`config.mk`:
```
export PLATFORM = sky130hd
export DESIGN_NAME = tournament_select_flat
export DESIGN_NICKNAME = d
export VERILOG_FILES = /design/src/rtl/tournament_select_if.sv /design/src/rtl/tournament_select.sv /design/src/flat_wrapper.sv
export SDC_FILE = /design/constraint.sdc
export NUM_CORES = 1
export LEC_CHECK = 0
export CAP_MARGIN = 10
export CORE_MARGIN = 1.5
export CORE_UTILIZATION = 25
export CTS_CLUSTER_DIAMETER = 150
export CTS_CLUSTER_SIZE = 30
export DETAILED_ROUTE_END_ITERATION = 10
export GPL_TIMING_DRIVEN = 0
export PLACE_DENSITY_LB_ADDON = 0.05
export SLEW_MARGIN = 10
export SYNTH_ARGS = -nofsm -noshare
export SYNTH_HDL_FRONTEND = slang
export SYNTH_SLANG_ARGS = --single-unit
```
`constraint.sdc`:
```
create_clock -name clk -period 2.85 [get_ports clk]
set_input_delay 0.57 -clock clk [delete_from_list [all_inputs] [get_ports clk]]
set_output_delay 0.57 -clock clk [all_outputs]
set_load 0.02 [all_outputs]
```
`src/rtl/tournament_select_if.sv`:
```
// Handshake bundle for tournament_select: one operand vector in, one winner value/lane out.
interface tournament_select_if #(
    parameter int unsigned W = 32,
    parameter int unsigned N = 8
) ();
    localparam int unsigned IW = (N < 4) ? 1 : $clog2(N);

    logic          in_valid;
    logic          in_ready;
    logic [N*W-1:0] in_data;
    logic          mode;
    logic          out_valid;
    logic          out_ready;
    logic [W-1:0]  out_data;
    logic [IW-1:0] out_idx;
    logic          busy;

    modport master (
        output in_valid, in_data, mode, out_ready,
        input  in_ready, out_valid, out_data, out_idx, busy
    );

    modport slave (
        input  in_valid, in_data, mode, out_ready,
        output in_ready, out_valid, out_data, out_idx, busy
    );
endinterface

```
`src/rtl/tournament_select.sv`:
```
// Tournament reduction of N W-bit lanes to one max/min winner plus its lane index,
// one pairwise-compare round per clock, log2(N) rounds per job.
module tournament_select #(
    parameter int unsigned W      = 32,
    parameter int unsigned N      = 8,
    parameter bit          SIGNED = 1'b0
) (
    input logic               clk,
    input logic               rst_n,
    tournament_select_if.slave bus
);
    localparam int unsigned L  = $clog2(N);
    localparam int unsigned IW = (N < 4) ? 1 : L;
    localparam int unsigned CW = $clog2(L + 1);
    localparam logic [CW-1:0] LastRound = CW'(L - 1);

    typedef enum logic [1:0] {StIdle, StReduce, StDone} state_e;

    state_e        state_q, state_d;
    logic [W-1:0]  val_q [N];
    logic [W-1:0]  val_d [N];
    logic [IW-1:0] tag_q [N];
    logic [IW-1:0] tag_d [N];
    logic [CW-1:0] round_q, round_d;
    logic          mode_q, mode_d;

    // Odd slot wins only when strictly better, so ties keep the lower tag.
    function automatic logic odd_wins(input logic [W-1:0] a, input logic [W-1:0] b,
                                      input logic min_sel);
        logic [W-1:0] ak;
        logic [W-1:0] bk;
        ak = a;
        bk = b;
        if (SIGNED) begin
            ak[W-1] = ~ak[W-1];
            bk[W-1] = ~bk[W-1];
        end
        return min_sel ? (bk < ak) : (bk > ak);
    endfunction

    always_comb begin
        state_d = state_q;
        round_d = round_q;
        mode_d  = mode_q;
        val_d   = val_q;
        tag_d   = tag_q;
        unique case (state_q)
            StIdle: begin
                if (bus.in_valid) begin
                    for (int k = 0; k < N; k++) begin
                        val_d[k] = bus.in_data[k*W +: W];
                        tag_d[k] = IW'(k);
                    end
                    mode_d  = bus.mode;
                    round_d = '0;
                    state_d = StReduce;
                end
            end
            StReduce: begin
                // Slots above the live range are rewritten with garbage; nothing live reads them.
                for (int k = 0; k < N / 2; k++) begin
                    if (odd_wins(val_q[2*k], val_q[2*k+1], mode_q)) begin
                        val_d[k] = val_q[2*k+1];
                        tag_d[k] = tag_q[2*k+1];
                    end else begin
                        val_d[k] = val_q[2*k];
                        tag_d[k] = tag_q[2*k];
                    end
                end
                round_d = round_q + CW'(1);
                if (round_q == LastRound) begin
                    state_d = StDone;
                end
            end
            StDone: begin
                if (bus.out_ready) begin
                    state_d = StIdle;
                end
            end
            default: state_d = StIdle;
        endcase
    end

    always_ff @(posedge clk) begin
        if (!rst_n) begin
            state_q <= StIdle;
            round_q <= '0;
            mode_q  <= 1'b0;
            for (int k = 0; k < N; k++) begin
                val_q[k] <= '0;
                tag_q[k] <= '0;
            end
        end else begin
            state_q <= state_d;
            round_q <= round_d;
            mode_q  <= mode_d;
            val_q   <= val_d;
            tag_q   <= tag_d;
        end
    end

    assign bus.in_ready  = (state_q == StIdle) && rst_n;
    assign bus.out_valid = (state_q == StDone);
    assign bus.busy      = (state_q != StIdle);
    assign bus.out_data  = val_q[0];
    assign bus.out_idx   = tag_q[0];
endmodule

```
`src/flat_wrapper.sv`:
```
// flat-port wrapper written by rule: the top's interface ports become plain ports
module tournament_select_flat 
#(
    parameter int unsigned W      = 32,
    parameter int unsigned N      = 8,
    parameter bit          SIGNED = 1'b0
)
  (clk, rst_n, bus_in_valid, bus_in_data, bus_mode, bus_out_ready, bus_in_ready, bus_out_valid, bus_out_data, bus_out_idx, bus_busy);
  tournament_select_if #(.W(W), .N(N)) bus_i ();
  input logic clk;
  input logic rst_n;
  input wire logic [$bits(bus_i.in_valid)-1:0] bus_in_valid;
  input wire logic [$bits(bus_i.in_data)-1:0] bus_in_data;
  input wire logic [$bits(bus_i.mode)-1:0] bus_mode;
  input wire logic [$bits(bus_i.out_ready)-1:0] bus_out_ready;
  output wire logic [$bits(bus_i.in_ready)-1:0] bus_in_ready;
  output wire logic [$bits(bus_i.out_valid)-1:0] bus_out_valid;
  output wire logic [$bits(bus_i.out_data)-1:0] bus_out_data;
  output wire logic [$bits(bus_i.out_idx)-1:0] bus_out_idx;
  output wire logic [$bits(bus_i.busy)-1:0] bus_busy;
  assign bus_i.in_valid = bus_in_valid;
  assign bus_i.in_data = bus_in_data;
  assign bus_i.mode = bus_mode;
  assign bus_i.out_ready = bus_out_ready;
  assign bus_in_ready = bus_i.in_ready;
  assign bus_out_valid = bus_i.out_valid;
  assign bus_out_data = bus_i.out_data;
  assign bus_out_idx = bus_i.out_idx;
  assign bus_busy = bus_i.busy;
  tournament_select #(.W(W), .N(N), .SIGNED(SIGNED)) u_core (.clk(clk), .rst_n(rst_n), .bus(bus_i));
endmodule
```
==> key figures <==
Timing
  • Worst Setup Slack, final: between 0.1 and 0.15 ns
  • Worst Tran Pin Value: a little over 0.9 ns
  • Final Hold Fails: 0
  • Tcrit/Tclk final: a little over nine tenths
  • Worst rel slew slack: about two fifths
  • Max Freq: about 370 MHz
  • Hold_ws: approximately 0.47 ns
  • Final setup vio count: 0
  • Layout Skew: slightly above 0.06 ns
  • Final Max Slew Viols: 0
  • Setup_tns: 0 ns
  • Period minus WS final: ~2.7 ns

Floorplan
  • Initial Util: about 25%
  • Die footprint: 0.0603 mm^2
  • Die Wd: 246 um
  • I/O pins: roughly 300
  • Die height: about 250 um
  • Std-Cell Rows: 88
  • Core Area: around 0.058 mm^2

Place
  • GP Congestion: around 0.88
  • Number of port buffers: approximately 300
  • Placed insts: 2889
  • Post-DP HPWL: around 51 mm
  • Pre-CTS setup slack: -1.09 ns

Logic synthesis
  • Commonest cells in the synthesized netlist: nand2_1 (378), dfxtp_1 (273), a21oi_1 (192)
  • #FFs+latches synth: about 270
  • Cells after Synth: around 1800
  • Prevailing post-synth register cell: dfxtp_1
  • Yosys top cell area share: approximately 37%
  • Synthesized Nets: approximately 2200
  • Syn_area_per_cell: roughly 8 um^2
  • Area leader, netlist: dfxtp_1
  • Post-synth ARST share: 0%
  • Seq/Total Area, Yosys: 37.2%
  • Largest cells by area after synthesis: dfxtp_1 (37%), ha_1 (11%), nand2_1 (9.7%), a21oi_1 (6.5%), a22oi_1 (5.1%)
  • Mapped cell area: between 0.01 and 0.015 mm^2
  • Post-synth EDFFs: 0
  • Synth warn: 0
  • Post-synthesis cell type count: 57
  • Count leader, synth: nand2_1

Critical path
  • Critical Path Source: u_core.val_q[122]
  • Slowest CP cell: dfxtp_1
  • Crit path capture: u_core.val_q[167]
  • Reg2Reg Setup Slack: roughly 0.11 ns
  • Startpoint types: flip-flop
  • Reg-to-reg startpoint: u_core.val_q[122]
  • Critical path capture point type: flip-flop
  • Chain of cells forming the critical path: inv_1 > ha_1 > nand4_1 > nor4_4 > a221o_1 > or3_4 > o211ai_4 > buf_4 > buf_12 > mux2i_2 > o22ai_1
  • Worst reg2reg path endpoint: u_core.val_q[167]
  • Crit path max fanout: 10
  • Cell depth of the worst flop-to-flop path: 11
  • Crit path DAT: ~3.1 ns
  • Req. time, crit path: 3.24 ns
  • Worst setup path class: reg2reg
  • Max stage delay on crit path: 0.37 ns

Layout
  • Final std cells w/o fill: 2916
  • Fin nets: about 2500
  • P&R area growth vs syn: 31.7%
  • Ant diodes: 0
  • Layout cells sized above 1: 8.79%

Power
  • Net Sw Frac: 38.5%
  • Static leakage: approximately 7.3 nW
  • Sequential power share: around two fifths
  • VDD IR max: about 0.32 mV
  • Power Internal: around 7.2 mW
  • Gate power share: between 30% and 40%
  • Cell Pwr Density: 602 mW/mm^2
  • Clk network pwr share: between 10% and 20%
  • Net Switching: around 4.5 mW
  • Power, Total: 11.7 mW

Routing
  • Drt wl/cell: about 21 um
  • Routed wl met3: 2.95 mm
  • Top sig layer: met4
  • Vias per inst: between 4 and 5
  • Via count: roughly 14000
  • Residual DRC: 0
  • Met1 WL: between 20 and 30 mm
  • Remaining antenna violation count: 0
  • DR iter-0 viols: 783
  • DR pass1 iterations: 5
  • WL final: 62.5 mm
  • Wire length on met2: roughly 29 mm

Global routing
  • Largest net degree at the start of global routing: 31
  • Initial antenna violation count: 0
  • First-pass GRT wire length: 90.4 mm
  • Vias in the first global route: 14000
  • Grt total ovfl: 0
  • Total GRT Usage: 20.1%

Outcome
  • Status: complete, no violations

Clock tree
  • CTS tree: built
  • Hold-fix buffers at CTS: 0
  • CTS buffer count: 13
  • CTS root buf: clkbuf_16
  • Clock Pin Slew Worst Setup and Hold Paths: 0.12 ns
  • Clk buf depth: 3
  • H-tree lvl count: 1
  • Skew-Pair Late Insertion Delay: ~0.53 ns
  • Clock sinks: between 200 and 300

Job
  • Maxcap violations: 0

Worst hold path
  • Hold path cells: 2
  • Hold Path Class: reg2reg
-- per-layer routing --
| layer | vias up | GRT usage (%) |
|---|---|---|
| met2 | 380 | 33.1 |
| met1 | 6712 | 27.6 |
| met3 | 52 | 2.52 |
| met5 | - | 0 |
| met4 | 0 | 5.20 |
| li1 | 7103 | - |
-- cell usage in the layout, fill, tap and decap left out, drive strengths merged, types with 35 or more instances in the layout --
master,count
ha,129
a21oi,195
a22oi,99
o221ai,62
buf,73
nor2,89
o22ai,35
clkbuf,122
dfxtp,273
clkdlybuf4s50,297
nand4,87
inv,137
nand2,378
-- worst min-delay path by stage --
stage	start	end	slack, ns
floorplan	u_core.tag_q[14]	u_core.tag_q[14]	0.44
global placement	u_core.tag_q[16]	u_core.tag_q[16]	0.44
detailed placement	u_core.tag_q[16]	u_core.tag_q[16]	0.45
CTS	u_core.tag_q[16]	u_core.tag_q[16]	0.47
global route	u_core.val_q[127]	u_core.val_q[127]	0.50
finish	u_core.val_q[0]	u_core.val_q[0]	0.47
-- kinds of logic (layout without fill, tap and decap cells) --
family / count (synthesis) / after routing / share of synthesized area (%)
AND/OR/NAND/NOR: 599 / 599 / 17.7
AO/OA/AOI/OAI: 484 / 484 / 22.4
buffers and inverters: 306 / 631 / 9.29
flip-flops: 273 / 273 / 37.2
adder cells (fa/ha/maj): 129 / 129 / 11.0
multiplexers: 34 / 34 / 2.41
XOR/XNOR: 1 / 1 / 0.0596
-- area by class of cell --
class | instances | area (um^2)
clock inverters | 1 | 30.0
inverters | 138 | 519
multi-input cells | 1247 | 8020
flip-flops and latches | 273 | 5500
clock buffers | 13 | 325
repair buffers | 313 | 3090
well taps | 765 | 957
fillers | 6317 | 38500
plain buffers | 166 | 925
-- per-stage QoR --
stage	instance area (um^2)	utilization, %
3_3_place_gp	18600	32.2
2_1_floorplan	14700	-
4_1_cts	19100	33.0
6_report	19400	33.4
3_5_place_dp	18600	32.2
5_1_grt	19400	33.4
-- flip-flops by register name (all words and copies together), names as in the netlist --
| register | flops |
|---|---|
| u_core.state_q | 2 |
| u_core.mode_q | 1 |
| u_core.val_q | 224 |
| u_core.bus.out_idx | 3 |
| u_core.round_q | 2 |
| u_core.tag_q | 9 |
| u_core.bus.out_data | 32 |
-- power groups by stage --
stage	clock, mW	combinational (mW)	sequential (mW)
after detailed placement	0	4.33	4.88
after global routing	2.43	5.05	4.86
after global placement	0	4.30	4.87
final	2.24	4.62	4.80
after floorplan	0	2.76	4.61
after CTS	2.32	4.43	4.79
-- repair_timing --
action	in CTS	in global routing
hold endpoints to repair	0	0
resized for setup	31	73
buffers inserted	2	13
cloned	0	0
pin swaps	6	13
setup endpoints to repair	214	143
-- critical path, delay by kind of cell (launching register included) --
| kind | cells | cell delay, ns |
|---|---|---|
| simple gates | 3 | 0.63 |
| compound gates | 3 | 0.65 |
| flops | 1 | 0.37 |
| mux | 1 | 0.26 |
| buf+inv | 3 | 0.39 |
| fa+ha+maj | 1 | 0.30 |
No activity file was read; power rests on OpenSTA's default activity.
